$ cat src/rtl/pmem_read_arbiter.sv
// Physical-memory port arbiter between the L2 cache (read/writeback) and the prefetcher.
// Default: L2 priority with a prefetcher starvation counter; PMEM_ARB_ROUND_ROBIN_EN selects round-robin.
module pmem_read_arbiter #(
    parameter int unsigned ADDR_W      = 16,
    parameter int unsigned LINE_W      = 128,
    parameter int unsigned PF_MAX_WAIT = 3
) (
    input  logic              clk,
    input  logic              rst_n,

    input  logic              pf_read,
    input  logic [ADDR_W-1:0] pf_address,
    output logic              pf_resp,
    output logic [LINE_W-1:0] pf_rdata,

    input  logic              l2_read,
    input  logic              l2_write,
    input  logic [ADDR_W-1:0] l2_address,
    input  logic [LINE_W-1:0] l2_wdata,
    output logic              l2_resp,
    output logic [LINE_W-1:0] l2_rdata,

    output logic              pmem_read,
    output logic              pmem_write,
    output logic [ADDR_W-1:0] pmem_address,
    output logic [LINE_W-1:0] pmem_wdata,
    input  logic              pmem_resp,
    input  logic [LINE_W-1:0] pmem_rdata
);

    typedef enum logic [1:0] {
        StIdle   = 2'd0,
        StL2Xfer = 2'd1,
        StPfXfer = 2'd2
    } state_e;

    state_e              state_q;
    logic [ADDR_W-1:0]   addr_q;
    logic [LINE_W-1:0]   wdata_q;
    logic                rd_q;
    logic                wr_q;
    logic                l2_req;
    logic                grant_pf;

    assign l2_req = l2_read | l2_write;

`ifdef PMEM_ARB_ROUND_ROBIN_EN
    // 1 = prefetcher won the most recent grant; reset to PF so L2 wins the first tie.
    logic last_grant_pf_q;

    assign grant_pf = pf_read && (!l2_req || !last_grant_pf_q);
`else
    logic [3:0] wait_cnt_q;

    assign grant_pf = pf_read && (!l2_req || (wait_cnt_q == 4'(PF_MAX_WAIT)));
`endif

    always_ff @(posedge clk or negedge rst_n) begin
        if (!rst_n) begin
            state_q <= StIdle;
            addr_q  <= '0;
            wdata_q <= '0;
            rd_q    <= 1'b0;
            wr_q    <= 1'b0;
`ifdef PMEM_ARB_ROUND_ROBIN_EN
            last_grant_pf_q <= 1'b1;
`else
            wait_cnt_q      <= '0;
`endif
        end else begin
            case (state_q)
                StIdle: begin
                    if (grant_pf) begin
                        state_q <= StPfXfer;
                        addr_q  <= pf_address;
                        rd_q    <= 1'b1;
                        wr_q    <= 1'b0;
`ifdef PMEM_ARB_ROUND_ROBIN_EN
                        last_grant_pf_q <= 1'b1;
`else
                        wait_cnt_q      <= '0;
`endif
                    end else if (l2_req) begin
                        state_q <= StL2Xfer;
                        addr_q  <= l2_address;
                        // An illegal read+write request is performed as the write.
                        rd_q    <= ~l2_write;
                        wr_q    <= l2_write;
                        if (l2_write) begin
                            wdata_q <= l2_wdata;
                        end
`ifdef PMEM_ARB_ROUND_ROBIN_EN
                        last_grant_pf_q <= 1'b0;
`else
                        if (pf_read && (wait_cnt_q != 4'(PF_MAX_WAIT))) begin
                            wait_cnt_q <= wait_cnt_q + 4'd1;
                        end
`endif
                    end
                end
                StL2Xfer, StPfXfer: begin
                    if (pmem_resp) begin
                        state_q <= StIdle;
                        rd_q    <= 1'b0;
                        wr_q    <= 1'b0;
                    end
                end
                default: begin
                    state_q <= StIdle;
                    rd_q    <= 1'b0;
                    wr_q    <= 1'b0;
                end
            endcase
        end
    end

    assign pmem_read    = rd_q;
    assign pmem_write   = wr_q;
    assign pmem_address = addr_q;
    assign pmem_wdata   = wdata_q;

    // Responses are a same-cycle pass-through of the memory completion.
    assign pf_resp  = (state_q == StPfXfer) && pmem_resp;
    assign l2_resp  = (state_q == StL2Xfer) && pmem_resp;
    assign pf_rdata = pf_resp ? pmem_rdata : '0;
    assign l2_rdata = l2_resp ? pmem_rdata : '0;

`ifndef SYNTHESIS
    l2_rw_exclusive: assert property (@(posedge clk) disable iff (!rst_n)
        !(l2_read && l2_write))
        else $error("l2_read and l2_write asserted together");
`endif

endmodule

$ cat config.mk
export PLATFORM = sky130hd
export DESIGN_NAME = pmem_read_arbiter
export DESIGN_NICKNAME = d
export VERILOG_FILES = /design/src/rtl/pmem_read_arbiter.sv
export SDC_FILE = /design/constraint.sdc
export NUM_CORES = 1
export LEC_CHECK = 0
export BUFFER_PORTS_ARGS = -buffer_cell sky130_fd_sc_hd__clkbuf_2
export CORE_AREA = 4 4 271 273
export DETAILED_ROUTE_END_ITERATION = 10
export DIE_AREA = 0 0 275 277
export PLACE_DENSITY_LB_ADDON = 0.15
export REMOVE_ABC_BUFFERS = 1
export SLEW_MARGIN = 20
export SYNTH_ARGS = -nofsm -noshare
export SYNTH_HDL_FRONTEND = slang
export SYNTH_SLANG_ARGS = --single-unit
$ cat constraint.sdc
create_clock -name clk -period 2.92 [get_ports clk]
set_input_delay 0.584 -clock clk [delete_from_list [all_inputs] [get_ports clk]]
set_output_delay 0.584 -clock clk [all_outputs]
set_load 0.05 [all_outputs]
# [After elaboration in Yosys (flattened, before gate mapping)]
# Index checks and enable logic that the tools add are counted.
# Widths: inputs -> output; s select.
[classes] muxes=18 eq_ne=6 bitwise=3 addsub=1 reduce_logical=14
[ops] op="$mux 128" count=2
[ops] op="$mux 16" count=2
[ops] op="$mux 4" count=3
[ops] op="$mux 2" count=3
[ops] op="$mux 1" count=5
[ops] op="$add 4x1->4 const B" count=1
[ops] op="$eq 4x2->1 const B" count=1
[ops] op="$logic_and 1x1->1" count=4
[ops] op="$ne 4x2->1 const B" count=1
[ops] op="$pmux 1 s2" count=2
[ops] op="$pmux 2 s2" count=1
[ops] op="$reduce_and 2->1" count=2
[ops] op="$reduce_and 4->1" count=1
[ops] op="$reduce_bool 2->1" count=2
[ops] op="$ne 3x3->1 const B" count=1
[ops] op="$reduce_and 3->1" count=1
[ops] op="$eq 2x1->1 const B" count=1
[ops] op="$eq 2x2->1 const B" count=1
[ops] op="$logic_not 2->1" count=1
[ops] op="$ne 2x2->1 const B" count=1
[ops] op="$not 1->1" count=2
[ops] op="$reduce_or 2->1" count=1
[ops] op="$logic_not 1->1" count=1
[ops] op="$logic_or 1x1->1" count=1
[ops] op="$or 1x1->1" count=1
[word_totals] register_bits=152 input_bits=294 out_inout_bits=404 wordCells=48

# [Longest topological paths before layout]
# Gate-level depths: netlist (run 1).
[logic_depth] word_depth=6 ltp_mapped=6 mapped_depth_nobuf=5

# [Worst setup path after synthesis (run 1)]
# OpenSTA, ideal clock, no wires.
[synth_path] path_kind="input to output" start="input port pmem_resp" end="output port l2_rdata[0]" t_required_ns=2.336 path_stages=4 path_slack_ns=0.608 path_buffers=3 arrival_time_ns=1.728 cell_sequence="clkbuf_1 -> clkbuf_1 -> clkbuf_1 -> and3_1"
[synth_between] elab_chain_cells=2
[synth_lines] item="from (decl)" line="27" source="input logic pmem_resp,"
[synth_lines] item="$logic_and 1x1->1" line="124" source="assign l2_resp = (state_q == StL2Xfer) && pmem_resp;"
[synth_lines] item="$mux 128" line="126" source="assign l2_rdata = l2_resp ? pmem_rdata : '0;"
[synth_lines] item="to (decl)" line="21" source="output logic [LINE_W-1:0] l2_rdata,"
# Every way passes these cells.

# [Worst setup path after layout (run 1)]
[layout_path] start="register state_q[0]" end="output port pf_rdata[32]"
[layout_between] elab_chain_cells=3
[layout_lines] item="from (decl)" line="37" source="state_e state_q;"
[layout_lines] item="from (signal assigned)" line="60" source="state_q <= StIdle;"
[layout_lines] item="from (signal assigned)" line="74" source="state_q <= StPfXfer;"
[layout_lines] item="from (signal assigned)" line="84" source="state_q <= StL2Xfer;"
[layout_lines] item="$eq 2x2->1" line="123" source="assign pf_resp = (state_q == StPfXfer) && pmem_resp;"
[layout_lines] item="$logic_and 1x1->1" line="123"
[layout_lines] item="$mux 128" line="125" source="assign pf_rdata = pf_resp ? pmem_rdata : '0;"
[layout_lines] item="to (decl)" line="14" source="output logic [LINE_W-1:0] pf_rdata,"
# Every way passes these cells.

==> results of run 1 <==
[logic make-up (layout without fill, tap and decap cells)]
group                      count (synthesis)  in the layout  synth area share
AOI/OAI and AO/OA                         42             42            0.0334
adders and majority gates                  4              4           0.00635
buffers and inverters                     82            761            0.0513
DFF                                      152            152             0.483
muxes                                    130            130             0.186
other                                      0             13                 0
and+or+nand+nor                          310            310             0.240
[layout by cell type (no fill, tap or decap), types with 2 or more instances in the layout]
cell and count:
a22o_1 3, clkbuf_2 695, and2_1 3, buf_4 21
dfrtp_1 152, inv_8 3, and3_1 258, ha_1 2
ha_4 2, nand2_1 3, clkinvlp_4 2, inv_1 2
mux2_2 21, a21o_1 2, buf_6 2, nand3_1 16
mux2_1 109, diode_2 13, inv_6 5, a31oi_1 16
nor2_1 18, clkbuf_16 17, clkinv_8 3, o21ai_0 17
nor2b_1 3, a32o_1 2, buf_12 9
[power groups by stage]
stage | registers (mW) | clock network (mW) | logic (mW)
final | 3.70 | 2.34 | 9.57
after global routing | 3.83 | 2.56 | 10.1
after CTS | 3.72 | 2.49 | 9.70
after detailed placement | 3.77 | 0 | 9.67
after global placement | 3.74 | 0 | 9.72
after floorplan | 7.35 | 0 | 3.11
[state kept, by name (all words and copies together), names as in the netlist]
signal	count
pmem_write	1
pmem_read	1
state_q	2
wait_cnt_q	4
pmem_wdata	128
pmem_address	16
[through the flow]
stage / total power, mW / util
floorplan: 10.5 / -
global placement: 13.5 / 0.176
detailed placement: 13.4 / 0.176
CTS: 15.9 / 0.184
global route: 16.5 / 0.185
finish: 15.6 / 0.185
[timing repair]
| action | in CTS | in global routing |
|---|---|---|
| hold endpoints to repair | 0 | 0 |
| buffers inserted | 1 | 3 |
| cloned | 0 | 0 |
| setup endpoints to repair | 4 | 2 |
[per-layer routing]
metal  track usage  part of all wire
met2         0.222              0.49
met4        0.0570             0.034
met5             0           0.00079
met1         0.139              0.37
met3        0.0471              0.10
[worst paths after layout]
kind | to | slack, ns
hold / removal | pmem_wdata[6] | 0.11
max in group asynchronous | pmem_wdata[66] | 2.08
setup reg to reg | pmem_wdata[106] | 0.55
min in group clk | pmem_wdata[53] | 0.36
setup / recovery | pf_rdata[32] | 0.13
hold reg to reg | pmem_wdata[66] | 0.48
[critical path, stage by stage (launching register included)]
cell and delay [ns]:
dfrtp_1 0.47, inv_1 0.15, ha_4 0.30, buf_4 0.30, and3_1 0.23, clkbuf_2 0.29
[layout make-up]
type | count | area share
Antenna cell | 13 | 0.00247
Clock buffer | 17 | 0.0323
Clock inverter | 15 | 0.0137
Inverter | 2 | 0.000570
Multi-Input combinational cell | 486 | 0.281
Sequential cell | 152 | 0.289
Tap cell | 950 | 0.0902
Timing Repair Buffer | 727 | 0.291
[synth_stat cells]
cell and n:
and2_1 3, o31ai_1 1, a32o_1 2, and4bb_1 1
and3_1 258, nor4b_1 1, buf_1 1, a31oi_1 16
nor3_1 1, and3_4 1, clkbuf_1 62, ha_1 4
nor3b_2 1, nand3_1 16, or3b_1 1, mux2_2 21
buf_6 12, nand4bb_1 1, nor2b_1 3, nor3b_1 1
o21ai_0 17, dfrtp_1 152, buf_2 5, inv_1 2
o31a_1 1, nor2_1 18, nor4_1 1, a22o_1 3
a21o_1 2, mux2_1 109, nand2_1 3
==> summary.md, run 1 <==
| Metric | Value |
|---|---|
| Run status | `complete, no violations` |
| Synthesized area | `slightly below 0.008 mm²` |
| Yosys cell types | `31` |
| First-pass GRT wire length | `69,500 µm` |
| Wire per inst | `about 22 µm` |
| Worst slew pin tran | `0.789 ns` |
| Psw | `8.93 mW` |
| CP arrival | `~2.2 ns` |
| Fin crit period | `around 2.8 ns` |
| Die W | `275 µm` |
| Placed instance area | `0.0125 mm²` |
| Num rows | `98` |
| Final Skew | `0.0227 ns` |
| Share of cells above drive strength 1 | `0.560` |
| # port buffers | `697` |
| Max cap viols | `0` |
| Hold Buf Count CTS | `0` |
| Synth top area share | `0.483` |
| Total wire length | `51,600 µm` |
| Crit Path Category | `register to output port` |
| Max-Slew Margin vs Limit | `0.474` |
| Core Area | `0.0711 mm²` |
| Filler cells | `between 8,000 and 9,000` |
| Int Pwr | `about 6.7 mW` |
| Worst Hold Class | `input port to asynchronous set/reset pin` |
| Clock share of power | `0.150` |
| Final Hold Viols | `0` |
| Vert. Die Dim | `~280 µm` |
| DRT Pass-1 Iters | `5` |
| Post-CTS sizing | `0` |
| Hold Slack | `0.112 ns` |
| Comb power frac | `0.613` |
| Initial antenna violation count | `34` |
| Clk sinks | `~150` |
| Dpl ws | `roughly 0.48 ns` |
| Area contributors post-synth | `dfrtp_1 48%, and3_1 20%, mux2_1 16%` |
| Final Cycle Share | `0.954` |
| TritonCTS buffer count | `17` |
| Leakage Power | `7.56 nW` |
| Req. time, crit path | `2.34 ns` |
| Placed Cells | `2,313` |
| ANT nets after route | `0` |
| Root buffer cell | `clkbuf_16` |
| CTS clk-pin slew, worst paths | `~0.080 ns` |
| Area growth syn-to-layout | `67.2%` |
| Crit path from | `state_q[0]` |
| Synth area leader | `dfrtp_1` |
| Worst Setup End Kind | `output port` |
| Warnings, synthesis | `0` |
| Flop pwr share | `0.237` |
| Vias in the first global route | `8,876` |
| Grt ovf | `0` |
| Largest net degree at the start of global routing | `82` |
| Finished Layout Cells | `2,362` |
| Die Footprint | `around 0.076 mm²` |
| CTS tree | `done` |
| Post-Syn Instances | `720` |
| GPL Wtd Cong | `around 0.85` |
| CTS Buffer Depth | `2` |
| Area of the multi-input gates | `0.00370 mm²` |
| Worst r2r src | `state_q[0]` |
| Seq cells post-synth | `152` |
| Setup violators final | `0` |
| Fin area | `0.0132 mm²` |
| Total GRT Usage | `0.128` |
| Worst setup margin | `0.134 ns` |
| Synth Area per Inst | `10.9 µm²` |
| HPWL Detailed | `43,100 µm` |
| Starting Density | `0.111` |
| DR DRC count | `0` |
| Setup crit start kind | `register` |
| F_max | `359 MHz` |
| Final #Nets | `1,684` |
| Max-slew violation count | `0` |
| Switching part of the total | `0.572` |
| Later-pin clock latency in the skew report | `roughly 0.44 ns` |
| Storage cell area | `0.00380 mm²` |
| Reg2Reg Depth | `5` |
| Seq/Total Area, Yosys | `0.483` |
| Vias per cell | `3.69` |
| H-Tree Depth | `4` |
| IO Pins | `698` |
| Crit Path Max Fanout | `23` |
| RSZ-0062 raised after global routing | `no` |
| Worst VDD drop | `0.530 mV` |
| Power per cell area | `1190 mW/mm²` |
| Vias | `~8,700` |
| Initial DRC count | `430` |
| TNS Setup | `0 ns` |
Power figures use the tool's default switching activity.
==> inputs of run 2 (changes only) <==
- CAP_MARGIN: unset -> 20
- CORE_AREA: 4 4 271 273 -> 4 4 273 275
- DIE_AREA: 0 0 275 277 -> 0 0 277 279
- clock period: 2.92 -> 3.2 ns (I/O delays scaled with it)
==> summary.md, run 2 (synthesis gave the netlist of run 1 again) <==
| Metric | Value |
|---|---|
| Run status | `complete, no violations` |
| Die Footprint | `0.0773 mm² (+1.5%)` |
| Starting Density | `0.109 (-0.00187)` |
| Worst r2r src | `state_q[0]` |
| Flop-to-flop setup slack | `1.03 ns (+0.48 ns)` |
| M1 GR Usage | `0.137 (-0.00220)` |
| Placed instance area | `0.0125 mm² (-0.23%)` |
| Post-CTS sizing | `0 (unchanged)` |
| CTS clk-pin slew, worst paths | `0.07 ns (about the same)` |
| Crit Path Category | `register to output port` |
| Grt ovf | `0 (unchanged)` |
| Worst Setup End Kind | `output port` |
| CP arrival | `2.33 ns (+0.13 ns)` |
| H-Tree Depth | `4 (unchanged)` |
| Vias per cell | `3.64 (-1.3%)` |
| # port buffers | `697 (unchanged)` |
| GPL Wtd Cong | `0.888 (+4.1%)` |
| Final #Nets | `1,678 (-0.36%)` |
| Leakage Power | `7.50 nW (-0.72%)` |
| Final Hold Viols | `0 (unchanged)` |
| Num rows | `99 (+1.0%)` |
| RSZ-0062 raised after global routing | `no` |
| Reg2Reg Capture Point | `pmem_wdata[103]` |
| Met3 GRT Util | `0.0344 (-0.0128)` |
| Dpl ws | `0.451 ns (-0.0291 ns)` |
| Vias | `8,591 (-1.4%)` |
| F_max | `336 MHz` |
| Total GRT Usage | `0.122 (-0.00650)` |
| Reg2Reg Depth | `5 (unchanged)` |
| Placed Cells | `2,320 (+0.30%)` |
| Total wire length | `49,600 µm (-3.9%)` |
| Worst setup margin | `0.226 ns (+0.0913 ns)` |
| Hold Slack | `0.220 ns (+0.109 ns)` |
| Worst VDD drop | `0.750 mV (+42%)` |
| Clk sinks | `152 (unchanged)` |
| Setup crit start kind | `register` |
| ANT nets after route | `0 (unchanged)` |
| Crit Path Max Fanout | `33 (+43%)` |
| Die W | `277 µm (+0.73%)` |
| Later-pin clock latency in the skew report | `0.45 ns (about the same)` |
| Finished Layout Cells | `2,358 (-0.17%)` |
| IO Pins | `698 (unchanged)` |
| Share of cells above drive strength 1 | `0.556 (-0.00437)` |
| Vias in the first global route | `8,889 (+0.15%)` |
| Commonest cells after routing, fill and taps aside | `695 x clkbuf_2, 258 x and3_1, 152 x dfrtp_1, 109 x mux2_1, 21 x mux2_2` |
| Max cap viols | `0 (unchanged)` |
| HPWL Detailed | `41,400 µm (-3.9%)` |
| Worst slew pin tran | `0.897 ns (+0.109 ns)` |
| Largest net degree at the start of global routing | `95 (+16%)` |
| Root buffer cell | `clkbuf_16` |
| Area growth syn-to-layout | `65.9%` |
| Final Core Density | `0.181 (-0.00451)` |
| CTS Buffer Depth | `2 (unchanged)` |
| Post-CTS setup buffers | `0 (-1)` |
| Fin crit period | `2.97 ns` |
| GR Layer Usage met2 | `0.225 (+0.00306)` |
| Req. time, crit path | `2.56 ns (+0.22 ns)` |
| CTS tree | `done` |
| Fin area | `0.0131 mm² (-0.76%)` |
| Leading cell type in the layout, fill and taps excluded | `clkbuf_2` |
| DR DRC count | `0 (unchanged)` |
| Vert. Die Dim | `279 µm (+0.72%)` |
| Worst Hold Class | `input port to asynchronous set/reset pin` |
| Final Cycle Share | `0.929` |
| DRT Pass-1 Iters | `4 (-1)` |
| Core Area | `0.0723 mm² (+1.7%)` |
| Initial antenna violation count | `13 (-62%)` |
| Number of flip-flops in the largest register | `128 (unchanged)` |
| Max-Slew Margin vs Limit | `0.402 (-0.0725)` |
| Final Skew | `0.0142 ns (-0.00847 ns)` |
| Most Crowded Layer GR | `met2` |
| Filler cells | `8,248 (+2.2%)` |
| Hold Buf Count CTS | `0 (unchanged)` |
| First-pass GRT wire length | `68,300 µm (-1.8%)` |
| Wire per inst | `21.0 µm (-3.7%)` |
| TritonCTS buffer count | `17 (unchanged)` |
| Max-slew violation count | `0 (unchanged)` |
| Setup violators final | `0 (unchanged)` |
| Power per cell area | `1090 mW/mm² (-7.8%)` |
| Initial DRC count | `503 (+17%)` |
[run 2: cell count changes in the layout (fill, tap and decap cells not counted), sizes merged]
cell    previous run  this run
inv               10         3
clkbuf           712       717
bufinv             1         2
buf               32        26
diode             13         7
[run 2: worst max-delay path: stages (launching register included)]
cell	delay, ns
dfrtp_1	0.43
inv_1	0.14
ha_4	0.42
buf_4	0.31
and3_1	0.27
clkbuf_2	0.31
[run 2: cell type report]
type,instances,area (µm²),area share
inverters,2,7.51,0.000574
multi-input cells,486,3700,0.283
clock inverters,9,119,0.00909
clock buffers,22,464,0.0355
repair buffers,721,3760,0.288
diodes,7,17.5,0.00134
flip-flops and latches,152,3800,0.291
well taps,959,1200,0.0918
[run 2: worst max path at each step]
stage / slack, ns / start / cells after the start / end
after floorplan: -0.07 / state_q[0] / 3 / pf_rdata[127]
after global placement: 0.48 / pmem_resp / 4 / l2_rdata[37]
after detailed placement: 0.45 / pmem_resp / 4 / l2_rdata[75]
after CTS: 0.19 / state_q[0] / 5 / pf_rdata[26]
after global routing: 0.12 / state_q[0] / 5 / pf_rdata[39]
final: 0.23 / state_q[0] / 5 / pf_rdata[39]
[run 2: per-layer routing]
| metal | vias up | part of all wire |
|---|---|---|
| li1 | 3932 | - |
| met1 | 4264 | 0.38 |
| met2 | 345 | 0.53 |
| met3 | 44 | 0.068 |
| met4 | 6 | 0.016 |
| met5 | - | 0.00056 |
[run 2: stage by stage]
step | power, mW | TNS, ns
detailed placement | 12.4 | 0
finish | 14.3 | 0
global placement | 12.4 | 0
floorplan | 9.55 | -8.78
CTS | 14.5 | 0
global route | 15.0 | 0
[run 2: power breakdown]
part | switching [mW] | total [mW] | internal, mW
Clock | 0.862 | 2.05 | 1.19
Combinational | 6.80 | 8.83 | 2.03
Sequential | 0.492 | 3.39 | 2.90
